<file path="src/rtl/defines.sv">
// LSU funct3 access-size codes shared by the memory-stage logic.
`ifndef LSU_DEFINES_SV
`define LSU_DEFINES_SV
`define LSU_SIZE_B  3'b000
`define LSU_SIZE_H  3'b001
`define LSU_SIZE_W  3'b010
`define LSU_SIZE_BU 3'b100
`define LSU_SIZE_HU 3'b101
`endif

</file>
<file path="src/rtl/lsu_pkg.sv">
// Load/store unit package: controller state encoding and access-size codes.
`ifndef LSU_DEFINES_SV
`include "defines.sv"
`endif
package lsu_pkg;

  typedef enum logic [2:0] {
    ST_IDLE,
    ST_REQ,
    ST_RESP,
    ST_DRAIN,
    ST_DONE
  } lsu_state_e;

  localparam logic [2:0] SIZE_B  = `LSU_SIZE_B;
  localparam logic [2:0] SIZE_H  = `LSU_SIZE_H;
  localparam logic [2:0] SIZE_W  = `LSU_SIZE_W;
  localparam logic [2:0] SIZE_BU = `LSU_SIZE_BU;
  localparam logic [2:0] SIZE_HU = `LSU_SIZE_HU;

endpackage

</file>
<file path="src/rtl/lsu_align.sv">
// Combinational lane logic shared by store and load paths.
//   size, addr_lo   : funct3 size code and byte offset within the word
//   wdata_in        : raw store data -> wdata_out lane-replicated, be mask
//   rdata_in        : raw memory word -> rdata_out aligned and extended
//   misalign        : access crosses its natural alignment
module lsu_align
  import lsu_pkg::*;
#(
  parameter int unsigned XLEN = 32
) (
  input  logic [2:0]      size,
  input  logic [1:0]      addr_lo,
  input  logic [XLEN-1:0] wdata_in,
  input  logic [XLEN-1:0] rdata_in,
  output logic [3:0]      be,
  output logic [XLEN-1:0] wdata_out,
  output logic [XLEN-1:0] rdata_out,
  output logic            misalign
);

  logic [XLEN-1:0] shifted;

  assign shifted = rdata_in >> {addr_lo, 3'b000};

  always_comb begin
    be        = 4'b1111;
    wdata_out = wdata_in;
    rdata_out = shifted;
    misalign  = 1'b0;
    case (size)
      SIZE_B, SIZE_BU: begin
        be        = 4'b0001 << addr_lo;
        wdata_out = {4{wdata_in[7:0]}};
        rdata_out = {{(XLEN-8){shifted[7] & (size == SIZE_B)}}, shifted[7:0]};
      end
      SIZE_H, SIZE_HU: begin
        be        = addr_lo[1] ? 4'b1100 : 4'b0011;
        wdata_out = {2{wdata_in[15:0]}};
        rdata_out = {{(XLEN-16){shifted[15] & (size == SIZE_H)}}, shifted[15:0]};
        misalign  = addr_lo[0];
      end
      SIZE_W: begin
        misalign = (addr_lo != 2'b00);
      end
      default: begin
        misalign = (addr_lo != 2'b00);
      end
    endcase
  end

endmodule

</file>
<file path="src/rtl/lsu_ctrl.sv">
// Memory-stage load/store controller: one decoded op -> one valid/ready
// data-memory transaction, stalling the pipeline until it completes.
//   ex_*            : decoded memory op from the execute/memory stage
//   flush           : kill the in-flight op
//   lsu_stall       : hold pipeline (combinational)
//   lsu_done/rdata/misalign : registered completion results
//   dmem_*          : registered request channel, response in
module lsu_ctrl
  import lsu_pkg::*;
#(
  parameter int unsigned XLEN = 32
) (
  input  logic            clk,
  input  logic            rst,
  input  logic            ex_valid,
  input  logic            ex_mem_we,
  input  logic            ex_mem_re,
  input  logic [2:0]      ex_size,
  input  logic [XLEN-1:0] ex_addr,
  input  logic [XLEN-1:0] ex_wdata,
  input  logic            flush,
  output logic            lsu_stall,
  output logic            lsu_done,
  output logic [XLEN-1:0] lsu_rdata,
  output logic            lsu_misalign,
  output logic            dmem_req_valid,
  input  logic            dmem_req_ready,
  output logic [XLEN-1:0] dmem_addr,
  output logic            dmem_we,
  output logic [3:0]      dmem_be,
  output logic [XLEN-1:0] dmem_wdata,
  input  logic            dmem_rsp_valid,
  input  logic [XLEN-1:0] dmem_rdata
);

  lsu_state_e state_q, state_d;
  logic [2:0] size_q;
  logic [1:0] lo_q;
  logic       store_q;
  logic       accept;

  logic [2:0]      al_size;
  logic [1:0]      al_lo;
  logic [3:0]      al_be;
  logic [XLEN-1:0] al_wdata;
  logic [XLEN-1:0] al_rdata;
  logic            al_misalign;

  assign accept = ex_valid & (ex_mem_we | ex_mem_re) & ~flush;

  // One aligner serves both paths: live inputs while IDLE (store formatting
  // and misalign decode), captured size/offset afterwards (load extension).
  assign al_size = (state_q == ST_IDLE) ? ex_size      : size_q;
  assign al_lo   = (state_q == ST_IDLE) ? ex_addr[1:0] : lo_q;

  lsu_align #(.XLEN(XLEN)) u_align (
    .size      (al_size),
    .addr_lo   (al_lo),
    .wdata_in  (ex_wdata),
    .rdata_in  (dmem_rdata),
    .be        (al_be),
    .wdata_out (al_wdata),
    .rdata_out (al_rdata),
    .misalign  (al_misalign)
  );

  always_comb begin
    state_d   = state_q;
    lsu_stall = 1'b0;
    case (state_q)
      ST_IDLE: begin
        if (accept) begin
          lsu_stall = 1'b1;
          state_d   = al_misalign ? ST_DONE : ST_REQ;
        end
      end
      ST_REQ: begin
        lsu_stall = 1'b1;
        // A flush coinciding with the handshake cannot recall the request:
        // the write has happened / the response is still owed.
        if (dmem_req_ready) begin
          if (store_q) state_d = flush ? ST_IDLE  : ST_DONE;
          else         state_d = flush ? ST_DRAIN : ST_RESP;
        end else if (flush) begin
          state_d = ST_IDLE;
        end
      end
      ST_RESP: begin
        lsu_stall = 1'b1;
        if (flush)               state_d = dmem_rsp_valid ? ST_IDLE : ST_DRAIN;
        else if (dmem_rsp_valid) state_d = ST_DONE;
      end
      ST_DRAIN: begin
        lsu_stall = 1'b1;
        if (dmem_rsp_valid) state_d = ST_IDLE;
      end
      ST_DONE: begin
        state_d = ST_IDLE;
      end
      default: begin
        state_d = ST_IDLE;
      end
    endcase
  end

  always_ff @(posedge clk) begin
    if (rst) begin
      state_q        <= ST_IDLE;
      size_q         <= '0;
      lo_q           <= '0;
      store_q        <= 1'b0;
      dmem_req_valid <= 1'b0;
      dmem_addr      <= '0;
      dmem_we        <= 1'b0;
      dmem_be        <= '0;
      dmem_wdata     <= '0;
      lsu_done       <= 1'b0;
      lsu_misalign   <= 1'b0;
      lsu_rdata      <= '0;
    end else begin
      state_q        <= state_d;
      dmem_req_valid <= (state_d == ST_REQ);
      lsu_done       <= (state_d == ST_DONE);
      lsu_misalign   <= (state_q == ST_IDLE) && (state_d == ST_DONE);
      if ((state_q == ST_IDLE) && accept) begin
        size_q  <= ex_size;
        lo_q    <= ex_addr[1:0];
        store_q <= ex_mem_we;
        if (!al_misalign) begin
          dmem_addr  <= {ex_addr[XLEN-1:2], 2'b00};
          dmem_we    <= ex_mem_we;
          dmem_be    <= al_be;
          dmem_wdata <= al_wdata;
        end
      end
      if ((state_q == ST_RESP) && dmem_rsp_valid && !flush) begin
        lsu_rdata <= al_rdata;
      end
    end
  end

endmodule
</file>
<file path="config.mk">
export PLATFORM = sky130hd
export DESIGN_NAME = lsu_ctrl
export DESIGN_NICKNAME = d
export VERILOG_FILES = /design/src/rtl/lsu_pkg.sv /design/src/rtl/lsu_align.sv /design/src/rtl/lsu_ctrl.sv
export VERILOG_INCLUDE_DIRS = /design/src /design/src/rtl
export SDC_FILE = /design/constraint.sdc
export NUM_CORES = 1
export LEC_CHECK = 0
export ABC_AREA = 1
export CORE_MARGIN = 3
export CORE_UTILIZATION = 35
export DETAILED_ROUTE_END_ITERATION = 6
export PLACE_DENSITY = 0.64
export SYNTH_ARGS = -nofsm -noshare
export SYNTH_HDL_FRONTEND = slang
export SYNTH_SLANG_ARGS = --single-unit
</file>
<file path="constraint.sdc">
create_clock -name clk -period 1.8 [get_ports clk]
set_input_delay 0.18 -clock clk [delete_from_list [all_inputs] [get_ports clk]]
set_output_delay 0.18 -clock clk [all_outputs]
set_load 0.02 [all_outputs]
</file>
# Yosys cells after proc, flatten, opt, wreduce, memory -nomap -nowiden
# Index checks and enable logic that the tools add are counted.
[word_totals] reg_bits=111 in_bits=107 out_inout_bits=105 elab_cells=62
[classes] eq_ne=8 n_shift=2 mux=21 bitwise=7 n_reduce_logical=12
[op_table] operator="$pmux W32 S2" count=2
[op_table] operator="$shr A32 B5 Y32" count=1
[op_table] operator="$mux W3" count=10
[op_table] operator="$pmux W3 S4" count=1
[op_table] operator="$eq A3 B1 Y1 const B" count=3
[op_table] operator="$eq A3 B3 Y1 const B" count=3
[op_table] operator="$pmux W4 S2" count=1
[op_table] operator="$eq A3 B2 Y1 const B" count=2
[op_table] operator="$logic_not A3 Y1" count=2
[op_table] operator="$and A1 B1 Y1" count=4
[op_table] operator="$logic_and A1 B1 Y1" count=4
[op_table] operator="$mux W2" count=2
[op_table] operator="$mux W4" count=1
[op_table] operator="$pmux W1 S2" count=2
[op_table] operator="$reduce_or A2 Y1" count=2
[op_table] operator="$shl A1 B2 Y4 const A" count=1
[op_table] operator="$reduce_or A3 Y1" count=1
[op_table] operator="$mux W1" count=2
[op_table] operator="$not A1 Y1" count=2
[op_table] operator="$reduce_and A2 Y1" count=1
[op_table] operator="$reduce_bool A2 Y1" count=1
[op_table] operator="$logic_not A1 Y1" count=1
[op_table] operator="$or A1 B1 Y1" count=1

# Logic depth before layout (Yosys ltp)
[depth] depth_word=10 ltp_mapped=11 ltp_nobuf=11

# Cells and area by module
# Synthesis repeated with hierarchy kept, for this count alone.
[unflattened] hier_cells=778 area_unflattened_um2=5539.1
[modules_own_cells] mod="lsu_ctrl" instances=1 cells_each=534 area_per_inst_um2=4280.4 seq_area_each_um2=2222.1
[modules_own_cells] mod="lsu_align" instances=1 cells_each=244 area_per_inst_um2=1258.7 seq_area_each_um2=0.0

# Worst setup path after synthesis
# Ideal clock, no wire load.
[synth_timing] path_kind="register to register" from="register state_q[1]" to="register dmem_wdata[16]" setup_ns=0.132 arrival_time_ns=1.469 required_time_ns=1.668 setup_slack_ns=0.198 stages_incl_launch_ff=12 path_buffers=3 period_less_slack_ns=1.602 path_cell_list="dfxtp_1 -> nor2_2 -> buf_6 -> nand3_4 -> nand2_2 -> nand2_2 -> nand2_2 -> nand3_2 -> buf_6 -> buf_4 -> nand2_1 -> a21oi_1"
[synth_via] elab_chain_cells=7 word_cells_on_any_way=15 cone_classes="eq/ne: 3; mux: 4; bitwise: 1; reduce/logical: 7"
[synth_lines] item="from (decl)" line="lsu_ctrl.sv:36" source="lsu_state_e state_q, state_d;"
[synth_lines] item="from (signal assigned)" line="lsu_ctrl.sv:121" source="state_q <= state_d;"
[synth_lines] item="$logic_not A3 Y1 *" line="lsu_ctrl.sv:53, lsu_ctrl.sv:54, lsu_ctrl.sv:125"
[synth_lines] item="$mux W3" line="lsu_ctrl.sv:53" source="assign al_size = (state_q == ST_IDLE) ? ex_size : size_q;"
[synth_lines] item="$eq A3 B3 Y1, or another cell as far along" line="lsu_align.sv:30" source="case (size)"
[synth_lines] item="$reduce_or A2 Y1" line="lsu_align.sv:30"
[synth_lines] item="$pmux W1 S2" line="lsu_align.sv:30"
[synth_lines] item="$not A1 Y1 (no line)"
[synth_lines] item="$reduce_and A2 Y1 (no line)"
[synth_lines] item="to (signal assigned)" line="lsu_ctrl.sv:133" source="dmem_wdata <= al_wdata;"
[synth_lines] item="to (decl)" line="lsu_ctrl.sv:31" source="output logic [XLEN-1:0] dmem_wdata,"
# Mark *: on every way between the ends. The rest lies on a longest branch, timed or not.
# A chain may end at the register's enable or synchronous reset.

# Worst setup path in the final report
[layout_timing] from="register state_q[1]" to="register dmem_wdata[24]"
# The elaborated chain is that of the path after synthesis.

==> results.md <==
- Clock power frac: 31.9%
- Post-Syn Area: 5559 µm²
- # fillers: 1482
- CTS tree: done
- Total CTS buffers: 9
- Post-synth top area cell: dfxtp_1
- Asr flop ratio synth: 0%
- Min Hold Slack: between 0.2 and 0.25 ns
- Switching share of power: 32.30%
- Core area: 15370 µm²
- H-tree depth: 3
- Slew @ Worst Pin: 0.5236 ns
- Pin count of the biggest net entering global routing: 57
- Post-layout min period: approximately 1.8 ns
- Pwr per Cell Area: 761.9 nW/µm²
- Crit path launch type: register
- Top FF cell, synth: dfxtp_1
- Unrepaired setup endpoints after global routing: true
- Total grt overflow: 0
- Worst path required time: 2.06 ns
- Die Wd: 132.0 µm
- Peak supply drop: 0.4106 mV
- Net Switching: 2.191 mW
- Most frequent cells after synthesis: nand2_1, nand3_1, nor2_1, dfxtp_1, inv_1
- Max_slew headroom: approximately 65%
- Critical path endpoint category: register
- Count leader, synth: nand2_1
- Clock Path Buffers: 2
- # setup viols final: 0
- Pleak: 3.854 nW
- Drt pass-1 iters: 5
- Highest Clock Rate: 0.5673 GHz
- Non-filler instance count after layout: 1308
- Internal: roughly 4.6 mW
- Worst Path Arrival: 2.02 ns
- Routability cong.: 0.8908
- Routed Antenna Nets: 0
- Synthesis-to-finish area growth: 60.21%
- Sequential share of power: 38.5%
- Largest cells by area after synthesis: dfxtp_1, nand2_1, nand3_1
- # port buffers: about 210
- Drt drc: 0
- Synthesized instance count: 853
- Antenna cells: 0
- Synthesis Warnings: 0
- DR vias: 6345
- Vias per cell: roughly 4.9
- CTS Sinks: 111
- Final nets: 1199
- Register area: about 2200 µm²
- Post-synth EDFFs: 0
- Result of the run: complete, no violations
- Worst-skew pair later-pin latency: 0.36 ns
- Seq/Total Area, Yosys: between 30% and 40%
- MaxCap Viol Count: 0
- Worst min path class: input pin to register
- Vias in the first global route: approximately 5700
- Setup TNS: 0 ns
- FP Rows: 45
- Seq cells post-synth: approximately 110
- Initial antenna violation count: 0
- Clock skew: 0.005755 ns
- Top cell type's share of synthesized area: roughly 40%
- Global Route Usage Sum: just over 20%
- Die area: 17430 µm²
- Hpwl dp: 13.86 mm
- Slew Viols, Final: 0
- Root buffer cell: clkbuf_16
- Combinational share of power: 29.6%
- Tcrit/Tclk final: ~100%
- Netlist cell types: 29
- Starting density of the core: 36.17%
- Drt total wl: about 20 mm
- Number of DRC markers in iteration 0: about 390
- Worst-path clk slew: 0.08 ns
- Avg Cell Area, Syn: ~6.5 µm²
- First-pass GRT wire length: 29.54 mm
- Crit Path Category: register to register
- Crit path max fanout: 8
- Final hold violations: 0
- Die Ht: roughly 130 µm
- Wire per inst: 15.30 µm
- Cell count after placement: 1280
- Multi-input logic area: 2977 µm²
- Top Ports: between 200 and 250
- Layout cell share with drive strength beyond 1: 13.67%
==> metal layers <==
layer | track usage, % | share of wire (%) | vias to the layer above
met1 | 27.13 | 44 | 2877
li1 | - | - | 3206
met3 | 5.038 | 7.9 | 21
met2 | 33.30 | 47 | 241
met4 | 6.301 | 1.7 | 0
met5 | 0 | 0 | -
==> sequential cells by signal (all words and copies together) (netlist names) <==
register        cells
lsu_done            1
size_q              3
lsu_rdata          32
state_q             3
store_q             1
lo_q                2
dmem_we             1
dmem_wdata         32
dmem_addr          30
lsu_misalign        1
dmem_be             4
dmem_req_valid      1
==> power groups by stage <==
stage / registers (mW) / logic, mW / clock network (mW)
after global routing: 2.62 / 2.17 / 2.30
final: 2.61 / 2.01 / 2.16
after CTS: 2.61 / 1.76 / 2.20
after detailed placement: 2.67 / 1.75 / 0
after global placement: 2.67 / 1.75 / 0
after floorplan: 2.77 / 0.821 / 0
==> final cells by class <==
class                           instances  share of cell area [%]
Clock inverter                          7                   1.026
Multi-Input combinational cell        621                   33.42
Timing Repair Buffer                  279                   32.06
Sequential cell                       111                   24.98
Tap cell                              211                   2.964
Inverter                               70                   3.021
Clock buffer                            9                   2.529
==> cell families (layout without fill, tap and decap cells) <==
kind of cell | count (synthesis) | after routing | synth area share [%]
other | 1 | 2 | 0.06746
buffers and inverters | 123 | 365 | 9.858
and+or+nand+nor | 530 | 531 | 42.07
AOI/OAI and AO/OA | 88 | 88 | 8.035
DFF | 111 | 111 | 39.97
==> through the flow <==
| stage | util, % | worst slack, ns | instance area (µm²) | power [mW] |
|---|---|---|---|---|
| after global routing | 57.94 | -0.05257 | 8906 | 7.096 |
| after CTS | 55.30 | -0.01966 | 8499 | 6.571 |
| after floorplan | - | 0.1984 | 5563 | 3.595 |
| after detailed placement | 53.24 | -0.07795 | 8184 | 4.418 |
| final | 57.94 | 0.03740 | 8906 | 6.785 |
| after global placement | 53.24 | -0.04116 | 8184 | 4.419 |
==> timing repair <==
action | CTS | global route
cloned | 0 | 10
pin swaps | 0 | 16
setup endpoints to repair | 9 | 103
buffers inserted | 0 | 2
gates resized for setup | 1 | 61
hold buffers | 0 | 0
==> path summary, 6_finish.rpt <==
kind                                     start             end  slack [ns]  cells past startpoint
worst max register to register      state_q[1]  dmem_wdata[24]        0.04                     11
worst min register to register  dmem_wdata[22]  dmem_wdata[22]        0.46                      2
worst max-delay path                state_q[1]  dmem_wdata[24]        0.04                     11
worst min-delay path                       rst      state_q[1]        0.22                      2
==> critical path, cell delays in order (launching register included) <==
cell        delay (ns)
dfxtp_2           0.34
nor2_4            0.16
nand2_4           0.12
nand2_4           0.08
nand2_4           0.09
buf_4             0.17
nand2_8           0.08
clkinvlp_4        0.22
nand2_1           0.15
nand3_1           0.11
nor2_1            0.10
nor2_1            0.04
==> cells in the final DEF, fill, tap and decap left out, drive strengths merged, types with 15 or more instances in the layout <==
| master | netlist | final |
|---|---|---|
| nor2 | 128 | 128 |
| dfxtp | 111 | 111 |
| clkbuf | 19 | 15 |
| inv | 70 | 72 |
| buf | 34 | 66 |
| a21oi | 65 | 65 |
| nand3 | 150 | 151 |
| clkdlybuf4s50 | 0 | 207 |
| o21ai | 20 | 20 |
| nand2 | 237 | 237 |
Note: power is estimated with default switching activity, not from simulation.
